[config.mk]
export PLATFORM = sky130hd
export DESIGN_NAME = ifetch_unit_flat
export DESIGN_NICKNAME = d
export VERILOG_FILES = /design/src/rtl/ifetch_unit_if.sv /design/src/rtl/ifetch_unit.sv /design/src/flat_wrapper.sv
export SDC_FILE = /design/constraint.sdc
export NUM_CORES = 1
export LEC_CHECK = 0
export ABC_CLOCK_PERIOD_IN_PS = 2900
export CORE_MARGIN = 2
export CORE_UTILIZATION = 52
export DETAILED_ROUTE_END_ITERATION = 8
export GPL_TIMING_DRIVEN = 0
export PLACE_DENSITY = 0.88
export SYNTH_ARGS = -nofsm -noshare
export SYNTH_HDL_FRONTEND = slang
export SYNTH_SLANG_ARGS = --single-unit
[constraint.sdc]
create_clock -name clk -period 2.9 [get_ports clk]
set_input_delay 0.87 -clock clk [delete_from_list [all_inputs] [get_ports clk]]
set_output_delay 0.87 -clock clk [all_outputs]
set_load 0.02 [all_outputs]
[src/rtl/ifetch_unit_if.sv]
// Fetch-stage bus bundle: instruction-memory request/response, redirect/halt
// control from downstream, and the instruction handshake to decode.
// master = fetch unit side, slave = memory/decode/control side.
interface ifetch_unit_if;
  // instruction memory
  logic        imem_req;
  logic [15:0] imem_addr;
  logic        imem_ready;
  logic        imem_rvalid;
  logic [15:0] imem_rdata;
  // control from downstream
  logic        redirect;
  logic [15:0] redirect_pc;
  logic        halt;
  // decode handshake
  logic        instr_valid;
  logic        instr_ready;
  logic [15:0] instr;
  logic [15:0] instr_pc;
  logic        halted;

  modport master (
    output imem_req, imem_addr, instr_valid, instr, instr_pc, halted,
    input  imem_ready, imem_rvalid, imem_rdata, redirect, redirect_pc, halt, instr_ready
  );

  modport slave (
    input  imem_req, imem_addr, instr_valid, instr, instr_pc, halted,
    output imem_ready, imem_rvalid, imem_rdata, redirect, redirect_pc, halt, instr_ready
  );
endinterface

[src/rtl/ifetch_unit.sv]
// Instruction fetch stage: owns the PC, issues one word read at a time,
// buffers up to two {instr, pc} entries for decode, handles redirect/halt.
// Optional feature: define IFETCH_BYPASS_EN to forward a response straight to
// decode in the same cycle when the buffer is empty.
module ifetch_unit #(
  parameter logic [15:0] RESET_PC = 16'h0000
) (
  input logic           clk,
  input logic           rst,
  ifetch_unit_if.master bus
);

  typedef enum logic [1:0] {StIdle, StWait, StSquash, StHalted} state_e;

  state_e            state_q;
  logic [15:0]       fetch_pc_q;
  logic [15:0]       req_pc_q;    // address of the outstanding request
  logic [1:0][15:0]  fifo_instr_q;
  logic [1:0][15:0]  fifo_pc_q;
  logic              head_q;
  logic [1:0]        count_q;

  logic xfer;
  logic fifo_valid;
  logic fifo_pop;
  logic tail;
  logic rsp_push;
  logic byp_hit;
  logic byp_take;
  logic push;

  // Request issue, decode-facing outputs and FIFO control
  always_comb begin
    // rst gates the request so memory sees nothing while reset is held
    bus.imem_req  = !rst && (state_q == StIdle) && (count_q != 2'd2);
    bus.imem_addr = fetch_pc_q;
    xfer          = bus.imem_req & bus.imem_ready;

    fifo_valid = (count_q != 2'd0);
    tail       = head_q ^ count_q[0];
    rsp_push   = (state_q == StWait) && bus.imem_rvalid && !bus.redirect && !bus.halt;

`ifdef IFETCH_BYPASS_EN
    byp_hit = (count_q == 2'd0) && rsp_push;
`else
    byp_hit = 1'b0;
`endif

    bus.instr_valid = fifo_valid | byp_hit;
    bus.instr       = byp_hit ? bus.imem_rdata : fifo_instr_q[head_q];
    bus.instr_pc    = byp_hit ? req_pc_q : fifo_pc_q[head_q];
    bus.halted      = (state_q == StHalted);

    fifo_pop = fifo_valid & bus.instr_ready;
    byp_take = byp_hit & bus.instr_ready;
    push     = rsp_push & !byp_take;
  end

  // FSM, PC and instruction buffer
  always_ff @(posedge clk) begin
    if (rst) begin
      state_q      <= StIdle;
      fetch_pc_q   <= RESET_PC;
      req_pc_q     <= RESET_PC;
      fifo_instr_q <= '0;
      fifo_pc_q    <= '0;
      head_q       <= 1'b0;
      count_q      <= 2'd0;
    end else if (state_q == StHalted) begin
      // only rst leaves this state
      state_q <= StHalted;
    end else if (bus.redirect) begin
      count_q    <= 2'd0;
      head_q     <= 1'b0;
      fetch_pc_q <= bus.redirect_pc;
      // a request accepted or still in flight must have its response dropped
      unique case (state_q)
        StIdle:             state_q <= xfer ? StSquash : StIdle;
        StWait, StSquash:   state_q <= bus.imem_rvalid ? StIdle : StSquash;
        StHalted:           state_q <= StHalted;
      endcase
    end else if (bus.halt) begin
      // outstanding response is ignored in StHalted
      count_q <= 2'd0;
      head_q  <= 1'b0;
      state_q <= StHalted;
    end else begin
      unique case (state_q)
        StIdle: begin
          if (xfer) begin
            req_pc_q   <= fetch_pc_q;
            fetch_pc_q <= fetch_pc_q + 16'd1;
            state_q    <= StWait;
          end
        end
        StWait, StSquash: begin
          if (bus.imem_rvalid) state_q <= StIdle;
        end
        StHalted: state_q <= StHalted;
      endcase
      // tail slot is always free: a push only follows an issue made with count < 2
      if (push) begin
        fifo_instr_q[tail] <= bus.imem_rdata;
        fifo_pc_q[tail]    <= req_pc_q;
      end
      head_q  <= head_q ^ fifo_pop;
      count_q <= count_q + {1'b0, push} - {1'b0, fifo_pop};
    end
  end

endmodule

[src/flat_wrapper.sv]
// flat-port wrapper written by rule: the top's interface ports become plain ports
module ifetch_unit_flat 
#(
  parameter logic [15:0] RESET_PC = 16'h0000
)
  (clk, rst, bus_imem_req, bus_imem_addr, bus_instr_valid, bus_instr, bus_instr_pc, bus_halted, bus_imem_ready, bus_imem_rvalid, bus_imem_rdata, bus_redirect, bus_redirect_pc, bus_halt, bus_instr_ready);
  ifetch_unit_if bus_i ();
  input logic clk;
  input logic rst;
  output wire logic [$bits(bus_i.imem_req)-1:0] bus_imem_req;
  output wire logic [$bits(bus_i.imem_addr)-1:0] bus_imem_addr;
  output wire logic [$bits(bus_i.instr_valid)-1:0] bus_instr_valid;
  output wire logic [$bits(bus_i.instr)-1:0] bus_instr;
  output wire logic [$bits(bus_i.instr_pc)-1:0] bus_instr_pc;
  output wire logic [$bits(bus_i.halted)-1:0] bus_halted;
  input wire logic [$bits(bus_i.imem_ready)-1:0] bus_imem_ready;
  input wire logic [$bits(bus_i.imem_rvalid)-1:0] bus_imem_rvalid;
  input wire logic [$bits(bus_i.imem_rdata)-1:0] bus_imem_rdata;
  input wire logic [$bits(bus_i.redirect)-1:0] bus_redirect;
  input wire logic [$bits(bus_i.redirect_pc)-1:0] bus_redirect_pc;
  input wire logic [$bits(bus_i.halt)-1:0] bus_halt;
  input wire logic [$bits(bus_i.instr_ready)-1:0] bus_instr_ready;
  assign bus_imem_req = bus_i.imem_req;
  assign bus_imem_addr = bus_i.imem_addr;
  assign bus_instr_valid = bus_i.instr_valid;
  assign bus_instr = bus_i.instr;
  assign bus_instr_pc = bus_i.instr_pc;
  assign bus_halted = bus_i.halted;
  assign bus_i.imem_ready = bus_imem_ready;
  assign bus_i.imem_rvalid = bus_imem_rvalid;
  assign bus_i.imem_rdata = bus_imem_rdata;
  assign bus_i.redirect = bus_redirect;
  assign bus_i.redirect_pc = bus_redirect_pc;
  assign bus_i.halt = bus_halt;
  assign bus_i.instr_ready = bus_instr_ready;
  ifetch_unit #(.RESET_PC(RESET_PC)) u_core (.clk(clk), .rst(rst), .bus(bus_i));
endmodule
======== Word-level counts from Yosys, hierarchy flattened ========
Cells that the tools add are included.
operators by class
  add/subtract/negate cells ............... 3
  $lt $le $gt $ge ......................... 3
  equality and inequality tests ........... 7
  muxes and demuxes ....................... 25
  bitwise gates (word level) .............. 7
  reductions and logical operators ........ 18
operators by type and width
  cell                                                                     count
  16-bit 2-to-1 mux                                                        9
  32-bit bitwise mux                                                       2
  2-bit 2-to-1 mux                                                         9
  16-bit by 1-bit adder with 16-bit output, second input constant          1
  16-bit demux with 1-bit select                                           1
  2-bit case mux with 2 select lines                                       2
  4-bit AND reduction                                                      2
  1-bit logical AND                                                        6
  2-bit nonzero test                                                       3
  5-bit by 4-bit inequality test with 1-bit output, second input constant  1
  5-bit inequality test, second input constant                             1
  5-bit AND reduction                                                      1
  2-bit == test, second input constant                                     2
  1-bit by 2-bit < comparator with 1-bit output, second input constant     2
  2-bit inequality test, second input constant                             2
  1-bit logical NOT                                                        3
  1-bit inverter                                                           3
  2-bit by 1-bit adder with 2-bit output                                   1
  1-bit bitwise AND                                                        2
  2-bit by 1-bit == test with 1-bit output, second input constant          1
  2-bit logical NOT                                                        1
  1-bit 2-to-1 mux                                                         2
  2-bit AND reduction                                                      1
  2-bit OR reduction                                                       1
  other kinds (3)                                                          4
word-level totals
  bits in registers ....................... 101
  output and inout bits ................... 51

======== Longest topological paths before layout ========
Gate-level depths: netlist of run 1.
  depth in word-level cells ............... 9
  mapped depth ............................ 9

======== Worst setup path after synthesis of run 1 ========
Ideal clock, no wire load.
  path type ............................... input -> register
  start ................................... input port bus_redirect
  end ..................................... register u_core.count_q[1]
  setup time .............................. 0.128 ns
  arrival time ............................ 2.292 ns
  required time ........................... 2.772 ns
  slack ................................... 0.481 ns
  stages on the path ...................... 9
  buffers on the path ..................... 3
  cells stage by stage .................... buf_6 clkbuf_1 clkbuf_1 nor3_1 ha_1 xnor2_1 a21o_1 a21oi_1 nor2_1
on the way
  cells in the longest elaborated chain, start to end .. 7
ends and longest elaborated chain
  element                                      line                RTL
  start, declared                              flat_wrapper.sv:19  input wire logic [$bits(bus_i.redirect)-1:0] bus_redirect;
  1-bit logical NOT                            ifetch_unit.sv:41   rsp_push = (state_q == StWait) && bus.imem_rvalid && !bus.redirect && !bus.halt;
  1-bit logical AND (2 in series)              ifetch_unit.sv:41
  2-bit by 1-bit adder with 2-bit output       ifetch_unit.sv:107  count_q <= count_q + {1'b0, push} - {1'b0, fifo_pop};
  2-bit by 1-bit subtractor with 2-bit output  ifetch_unit.sv:107
  2-bit 2-to-1 mux                             ifetch_unit.sv:82   end else if (bus.halt) begin
  2-bit 2-to-1 mux (*)                         ifetch_unit.sv:72   end else if (bus.redirect) begin
  end signal, assigned                         ifetch_unit.sv:107
  end, declared                                ifetch_unit.sv:21   logic [1:0] count_q;
Mark *: on every way between the ends. The rest lies on a longest branch, timed or not.
A chain may end at the register's enable or synchronous reset.

======== Final worst setup path of run 1 ========
  start ................................... register u_core.head_q
  end ..................................... output port bus_instr[2]
on the way
  cells in the longest elaborated chain, start to end .. 2
ends and longest elaborated chain
  element                                                line                RTL
  start, declared                                        ifetch_unit.sv:20   logic head_q;
  start signal, assigned                                 ifetch_unit.sv:106  head_q <= head_q ^ fifo_pop;
  16-bit 2-to-1 mux (not written as such) (2 in series)  ifetch_unit.sv:50   bus.instr = byp_hit ? bus.imem_rdata : fifo_instr_q[head_q];
  end, declared                                          flat_wrapper.sv:13  output wire logic [$bits(bus_i.instr)-1:0] bus_instr;
Every way passes these cells. The select of a mux whose other input is x is not followed.

==> results of run 1 <==
[final timing paths]
kind / from / to / slack (ns)
min reg2reg: u_core.fifo_pc_q[7]$_SDFFE_PP0P_ / u_core.fifo_pc_q[7]$_SDFFE_PP0P_ / 0.46
max: u_core.head_q$_SDFFE_PP0N_ / bus_instr[2] / 0.03
min: u_core.fifo_pc_q[7]$_SDFFE_PP0P_ / u_core.fifo_pc_q[7]$_SDFFE_PP0P_ / 0.46
max reg2reg: u_core.state_q[0]$_SDFFE_PP0P_ / u_core.fifo_pc_q[29]$_SDFFE_PP0P_ / 0.76
[critical path: stages, from the launching register on]
cell and delay (ns):
dfxtp_1 0.33, clkbuf_4 0.23, buf_6 0.18, mux2_2 0.34
clkdlybuf4s50_1 0.53
[power by group through the flow]
stage | combinational [W] | clock (W) | sequential [W]
final | 0.000348 | 0.00106 | 0.00145
after global routing | 0.000373 | 0.00111 | 0.00145
after CTS | 0.000344 | 0.00106 | 0.00145
after detailed placement | 0.000344 | 0 | 0.00148
after global placement | 0.000337 | 0 | 0.00148
after floorplan | 0.000169 | 0 | 0.00149
[registers in the layout, summed over array words and instances (netlist names)]
register	count
u_core.fifo_instr_q	32
u_core.req_pc_q	16
u_core.state_q	2
u_core.bus.imem_addr	16
u_core.head_q	1
u_core.count_q	2
u_core.fifo_pc_q	32
[synth_stat cells (3+ instances only)]
cell / count / area [sq um]
nand3_1: 6 / 30.03
mux2_2: 32 / 360.4
o32ai_1: 5 / 43.79
nor3_1: 6 / 30.03
nor2_1: 30 / 112.6
clkbuf_1: 22 / 82.58
buf_1: 3 / 11.26
a22oi_1: 3 / 22.52
or3_1: 8 / 50.05
nand2_1: 139 / 521.8
dfxtp_1: 101 / 2022
or4_1: 4 / 30.03
a31oi_1: 3 / 18.77
and3_1: 3 / 18.77
nand4_1: 6 / 37.54
buf_6: 5 / 56.30
o21ai_0: 5 / 25.02
inv_1: 9 / 33.78
buf_2: 14 / 70.07
a211oi_1: 7 / 52.55
nand2b_1: 9 / 56.30
ha_1: 6 / 75.07
mux2i_1: 17 / 170.2
o31ai_1: 5 / 37.54
nor2b_1: 4 / 25.02
a21oi_1: 74 / 370.4
[cell type report]
type	instances	area, sq um
Clock inverter	7	111.4
Buffer	44	250.2
Timing Repair Buffer	88	877.1
Multi-Input combinational cell	411	2436
Sequential cell	101	2022
Fill cell	683	2770
Inverter	10	37.54
Clock buffer	9	123.9
Tap cell	108	135.1
[logic make-up (layout without fill, tap and decap cells)]
group	Yosys count	in the layout	synth area share, %
multiplexers	49	49	11.23
AO/OA/AOI/OAI	124	124	16.27
adder cells (fa/ha/maj)	6	6	1.589
flip-flops	101	101	42.81
buffers and inverters	55	158	5.616
AND/OR/NAND/NOR	230	230	22.12
XOR/XNOR	2	2	0.3709
[per-layer routing]
metal	part of all wire (%)	up-vias
met5	0	-
met4	2.6	0
met1	41	2183
met2	49	213
met3	7.3	31
li1	-	2174
[through the flow]
stage	hold slack, ns	area (sq um)
3_3_place_gp	0.4381	5739
3_5_place_dp	0.4444	5739
6_report	0.4605	5993
2_1_floorplan	0.4329	4723
4_1_cts	0.4597	5967
5_1_grt	0.4845	5993
[what timing repair did]
item	4_1_cts	5_1_grt
cloned	0	0
gates resized for setup	20	9
setup endpoints to repair	30	15
==> reports/metrics.cfg, run 1 <==
[cells_and_area]
syn2layout_area_growth_pct = 26.89
antenna_cells = 0
finalNonFillerCells = 778
drive_gt1_share_pct = 12.39
final_nets = 710
final_cell_mix = nand2_1 (139), dfxtp_1 (101), a21oi_1 (74)
final_common_cell = nand2_1
final_core_util_pct = 68.39

[global_routing]
grt_first_pass_wirelength_microns = 22390
antenna_found_initial = 0
track_usage_pct = 28.11
grt_max_degree = 20
gr-max-usage-layer = met2
grt_util_met3_pct = 4.076
use_met2_pct = 46.99
grt-ovfl-total = 0
met1_usage_pct = 36.71
grt_pass1_vias = 4569

[worst_setup_path]
crit_fanout = 10
cp.required_ns = 2.03
cp-end-kind = primary output
cp.arrival_ns = 2.00
startpoint_type = flop
rr_worst_depth = 7
path_class = flop to primary output

[pwr]
p_total_w = 0.002863
power_frac_clock_pct = 37.2
p_per_area_mw_per_mm2 = 477.7
internal-power_w = 0.002078
switchingPower_w = 0.0007848
switching_share_pct = 27.41
combPwrFrac_pct = 12.2
sequentialPowerShare_pct = 50.7
power_leakage_nw = 2.371
peakVddDrop_mv = 0.2553

[sta]
post-route-min-period_ns = 2.867
tns_ns = 0
fmax_mhz = 348.8
drv_slew = 0
skew_ns = 0.01350
setup_viol = 0
hold_violations = 0
worstMarginPinSlew_ns = 0.7651
min_period_over_period_pct = 98.87
fin_ws_ns = 0.03271
slew_headroom_pct = 49.00

[die]
die_area_sq_mm = 0.009861
fp-row-count = 34
dieHeight_microns = 99.31
io-pin-count = 90
initial_core_util_pct = 53.90
die_w_microns = 99.31
coreArea_sq_mm = 0.008763

[yosys]
synth_flop_cell = dfxtp_1
synthCells = 567
syn_area_per_cell_sq_um = 8.330
synth_edf_count = 0
seq_area_frac_synth_pct = 42.81
synthDistinctLibCells = 58
yosysWarnings = 0
synth_seq_cells = 101
synth_nets = 612
syn_area_sq_mm = 0.004723
async_flop_share_pct = 0

[run_status]
status = complete, no violations

[placement]
io_buffers = 88
hpwl_microns = 9626
gp_congestion = 0.9104
dp_slack_ns = -0.5892
dp.cells = 763

[route]
vias = 4601
wirelength_microns = 13660
drcViolationCount = 0
drtPass1Iterations = 5
wl_per_cell_microns = 17.56
routed_via_density = 5.914
drt_iter0_drc = 367
ant_nets = 0

[clock_tree]
cts_root_buf = clkbuf_8
numCtsBuffers = 9
post-cts-setup-buffer-count = 0
cts_tree = built
cts.clk_slew.worst_paths_ns = 0.10
cts-hold-fix-buffers = 0
clk_path_buf_depth = 2
clock-sinks = 101
clock_latency_ns = 0.38
cts_max_level = 3

[hold_path]
hold_depth = 2
holdCritPathClass = flop to flop

[run]
max-cap-violations = 0

(Power assumes the default switching activity.)
==> run 2: changes to the inputs <==
--- a/config.mk
+++ b/config.mk
@@ -7,4 +7,5 @@
 export LEC_CHECK = 0
 export ABC_CLOCK_PERIOD_IN_PS = 2900
+export CORE_ASPECT_RATIO = 1.75
 export CORE_MARGIN = 2
 export CORE_UTILIZATION = 52
==> constraint.sdc (replaced) <==
create_clock -name clk -period 2.9 [get_ports clk]
set_input_delay 0.58 -clock clk [delete_from_list [all_inputs] [get_ports clk]]
set_output_delay 0.58 -clock clk [all_outputs]
set_load 0.02 [all_outputs]
==> run 2 against run 1 <==
  * Setup slack better by 0.10 ns
  * Register-to-register slack worse by 0.13 ns
  * First-iteration DRC count is 13% lower
  * Non-clock buffer count is 1 higher
  * Clock power is 18% higher
  * Sequential share of layout area is 0.43 points lower
  * Wire length is 2.7% higher
  * Power is 6.5% higher
  * Core utilization is 0.34 points lower
  * Clock skew is 0.0082 ns lower
  * Critical endpoint is now bus_instr_pc[14]
==> reports/metrics.cfg, run 2 (synthesis gave the netlist of run 1 again) <==
[global_routing]
grt_pass1_vias = 4627  ; was 4569
track_usage_pct = 28.63  ; was 28.11%
grt-ovfl-total = 0  ; unchanged
grt_max_degree = 16  ; was 20
grt_first_pass_wirelength_microns = 22320  ; was 22390 microns
antenna_found_initial = 0  ; unchanged

[die]
die_w_microns = 76.05  ; was 99.31 microns
die_area_sq_mm = 0.009892  ; was 0.009861 sq mm
dieHeight_microns = 130.1  ; was 99.31 microns
io-pin-count = 90  ; unchanged
initial_core_util_pct = 52.95  ; was 53.90%
coreArea_sq_mm = 0.008921  ; was 0.008763 sq mm
fp-row-count = 46  ; was 34

[clock_tree]
cts_max_level = 3  ; unchanged
clock_latency_ns = 0.35  ; was 0.38 ns
numCtsBuffers = 9  ; unchanged
cts_tree = built  ; unchanged
clk_path_buf_depth = 2  ; unchanged
cts_root_buf = clkbuf_16  ; was clkbuf_8
clock-sinks = 101  ; unchanged
cts-hold-fix-buffers = 0  ; unchanged
cts.clk_slew.worst_paths_ns = 0.06  ; was 0.10 ns

[worst_setup_path]
startpoint_type = flop  ; unchanged
cp-end-kind = primary output  ; unchanged
r2r-end = u_core.state_q[0]$_SDFFE_PP0P_  ; was u_core.fifo_pc_q[29]$_SDFFE_PP0P_
rr_worst_depth = 5  ; was 7
r2r_slack_ns = 0.63  ; was 0.76 ns
cp.arrival_ns = 2.18  ; was 2.00 ns
path_class = flop to primary output  ; unchanged
crit_fanout = 10  ; unchanged
r2r_start = u_core.state_q[0]$_SDFFE_PP0P_  ; unchanged
cp.required_ns = 2.32  ; was 2.03 ns

[cells_and_area]
antenna_cells = 0  ; unchanged
final_cell_mix = nand2_1 (139), dfxtp_1 (101), clkdlybuf4s50_1 (88)  ; was nand2_1 (139), dfxtp_1 (101), a21oi_1 (74)
drive_gt1_share_pct = 12.37  ; was 12.39%
top_regs = u_core.fifo_instr_q: 32 flops, u_core.fifo_pc_q: 32 flops  ; unchanged
design_area_sq_mm = 0.006071  ; was 0.005993 sq mm
syn2layout_area_growth_pct = 28.53  ; was 26.89%
final_common_cell = nand2_1  ; unchanged
final_nets = 711  ; was 710

[route]
vias = 4579  ; was 4601
top_layer = met4  ; unchanged
wirelength_microns = 14030  ; was 13660 microns
dr_wl_met2_microns = 7578  ; was 6692 microns
drt_iter0_drc = 320  ; was 367
routed_via_density = 5.789  ; was 5.914
met1_length_microns = 5095  ; was 5615 microns
drcViolationCount = 0  ; unchanged
drtPass1Iterations = 5  ; unchanged
wl_met3_microns = 693  ; was 995 microns
ant_nets = 0  ; unchanged
wl_per_cell_microns = 17.73  ; was 17.56 microns

[pwr]
p_total_w = 0.003050  ; was 0.002863 W
peakVddDrop_mv = 0.3515  ; was 0.2553 mV
switchingPower_w = 0.0007437  ; was 0.0007848 W
p_per_area_mw_per_mm2 = 502.4  ; was 477.7 mW/mm^2
internal-power_w = 0.002306  ; was 0.002078 W
sequentialPowerShare_pct = 47.5  ; was 50.7%
power_frac_clock_pct = 40.9  ; was 37.2%
power_leakage_nw = 2.254  ; was 2.371 nW
combPwrFrac_pct = 11.6  ; was 12.2%
switching_share_pct = 24.38  ; was 27.41%

[hold_path]
hold_depth = 2  ; unchanged
whs_endpoint = u_core.fifo_instr_q[22]$_SDFFE_PP0P_  ; was u_core.fifo_pc_q[7]$_SDFFE_PP0P_
holdCritPathClass = flop to flop  ; unchanged
hold_path_startpoint = u_core.fifo_instr_q[22]$_SDFFE_PP0P_  ; was u_core.fifo_pc_q[7]$_SDFFE_PP0P_

[sta]
hold_ws_ns = 0.4541  ; was 0.4605 ns
slew_headroom_pct = 54.75  ; was 49.00%
min_period_over_period_pct = 95.34  ; was 98.87%
fmax_mhz = 361.7  ; was 348.8 MHz
drv_slew = 0  ; unchanged
fin_ws_ns = 0.1350  ; was 0.03271 ns
setup_viol = 0  ; unchanged
skew_ns = 0.005300  ; was 0.01350 ns
worstMarginPinSlew_ns = 0.6788  ; was 0.7651 ns
hold_violations = 0  ; unchanged
rsz0062_at_grt = no
post-route-min-period_ns = 2.765  ; was 2.867 ns

[placement]
hpwl_microns = 10260  ; was 9626 microns
dp_slack_ns = -0.2657  ; was -0.5892 ns
gp_congestion = 1.007  ; was 0.9104
placed_cell_area_sq_mm = 0.005754  ; was 0.005739 sq mm
io_buffers = 88  ; unchanged

[run_status]
status = complete, no violations  ; unchanged

[run]
max-cap-violations = 0  ; unchanged

==> run 2: changes by cell type in the layout (fill, tap and decap cells not counted), moves of 3 or more <==
cell	previous run	this run
clkdlybuf4s50_1	70	88
dlygate4sd2_1	13	0
clkbuf_16	0	9
clkbuf_8	9	3
dlymetal6s2s_1	5	0
buf_2	13	17
buf_6	8	5
clkinv_2	0	3
inv_8	3	0
==> run 2: worst max-delay path, stage by stage, from the launching register on <==
cell	delay (ns)
dfxtp_1	0.33
buf_2	0.24
buf_2	0.32
mux2_2	0.39
clkdlybuf4s50_1	0.57
==> run 2: per-layer routing <==
layer	GRT usage (%)	vias up
met5	0	-
met4	17.75	0
met3	4.564	43
met2	55.41	186
met1	28.52	2177
li1	-	2173
==> run 2: power by group through the flow <==
stage / Sequential, W / Combinational [W] / Clock, W
final: 0.00145 / 0.000353 / 0.00125
after global routing: 0.00145 / 0.000376 / 0.00130
after CTS: 0.00145 / 0.000349 / 0.00125
after detailed placement: 0.00148 / 0.000346 / 0
after global placement: 0.00148 / 0.000342 / 0
after floorplan: 0.00149 / 0.000169 / 0
==> run 2: worst max-delay path by stage <==
stage | start | to | slack [ns]
2_1_floorplan | bus_redirect | u_core.count_q[1]$_SDFFE_PP0N_ | 0.77
3_5_place_dp | bus_redirect | u_core.count_q[1]$_SDFFE_PP0N_ | -0.27
6_report | u_core.head_q$_SDFFE_PP0N_ | bus_instr_pc[14] | 0.14
5_1_grt | u_core.head_q$_SDFFE_PP0N_ | bus_instr_pc[14] | 0.10
4_1_cts | bus_redirect | u_core.count_q[1]$_SDFFE_PP0N_ | 0.09
3_3_place_gp | bus_redirect | u_core.count_q[1]$_SDFFE_PP0N_ | -0.25
==> run 2: timing repair <==
item | CTS | global route
setup buffers | 0 | 0
gates resized for setup | 3 | 2
pin swaps | 0 | 0
hold endpoints to repair | 0 | 0
endpoints found under the setup margin | 24 | 1
==> run 2: area by class of cell <==
type / count / area (sq um)
fillers: 706 / 2850
well taps: 120 / 150.1
multi-input cells: 411 / 2436
repair buffers: 88 / 880.8
clock inverters: 4 / 45.04
inverters: 10 / 37.54
plain buffers: 45 / 232.7
clock buffers: 12 / 266.5
flip-flops and latches: 101 / 2022
==> run 2: stage by stage <==
| step | std cells | TNS (ns) | utilization [%] |
|---|---|---|---|
| 6_report | 791 | 0 | 68.05 |
| 5_1_grt | 791 | 0 | 68.05 |
| 4_1_cts | 791 | 0 | 68.04 |
| 3_5_place_dp | 775 | -0.3352 | 64.50 |
| 3_3_place_gp | 775 | -0.2730 | 64.50 |
| 2_1_floorplan | 567 | 0 | - |
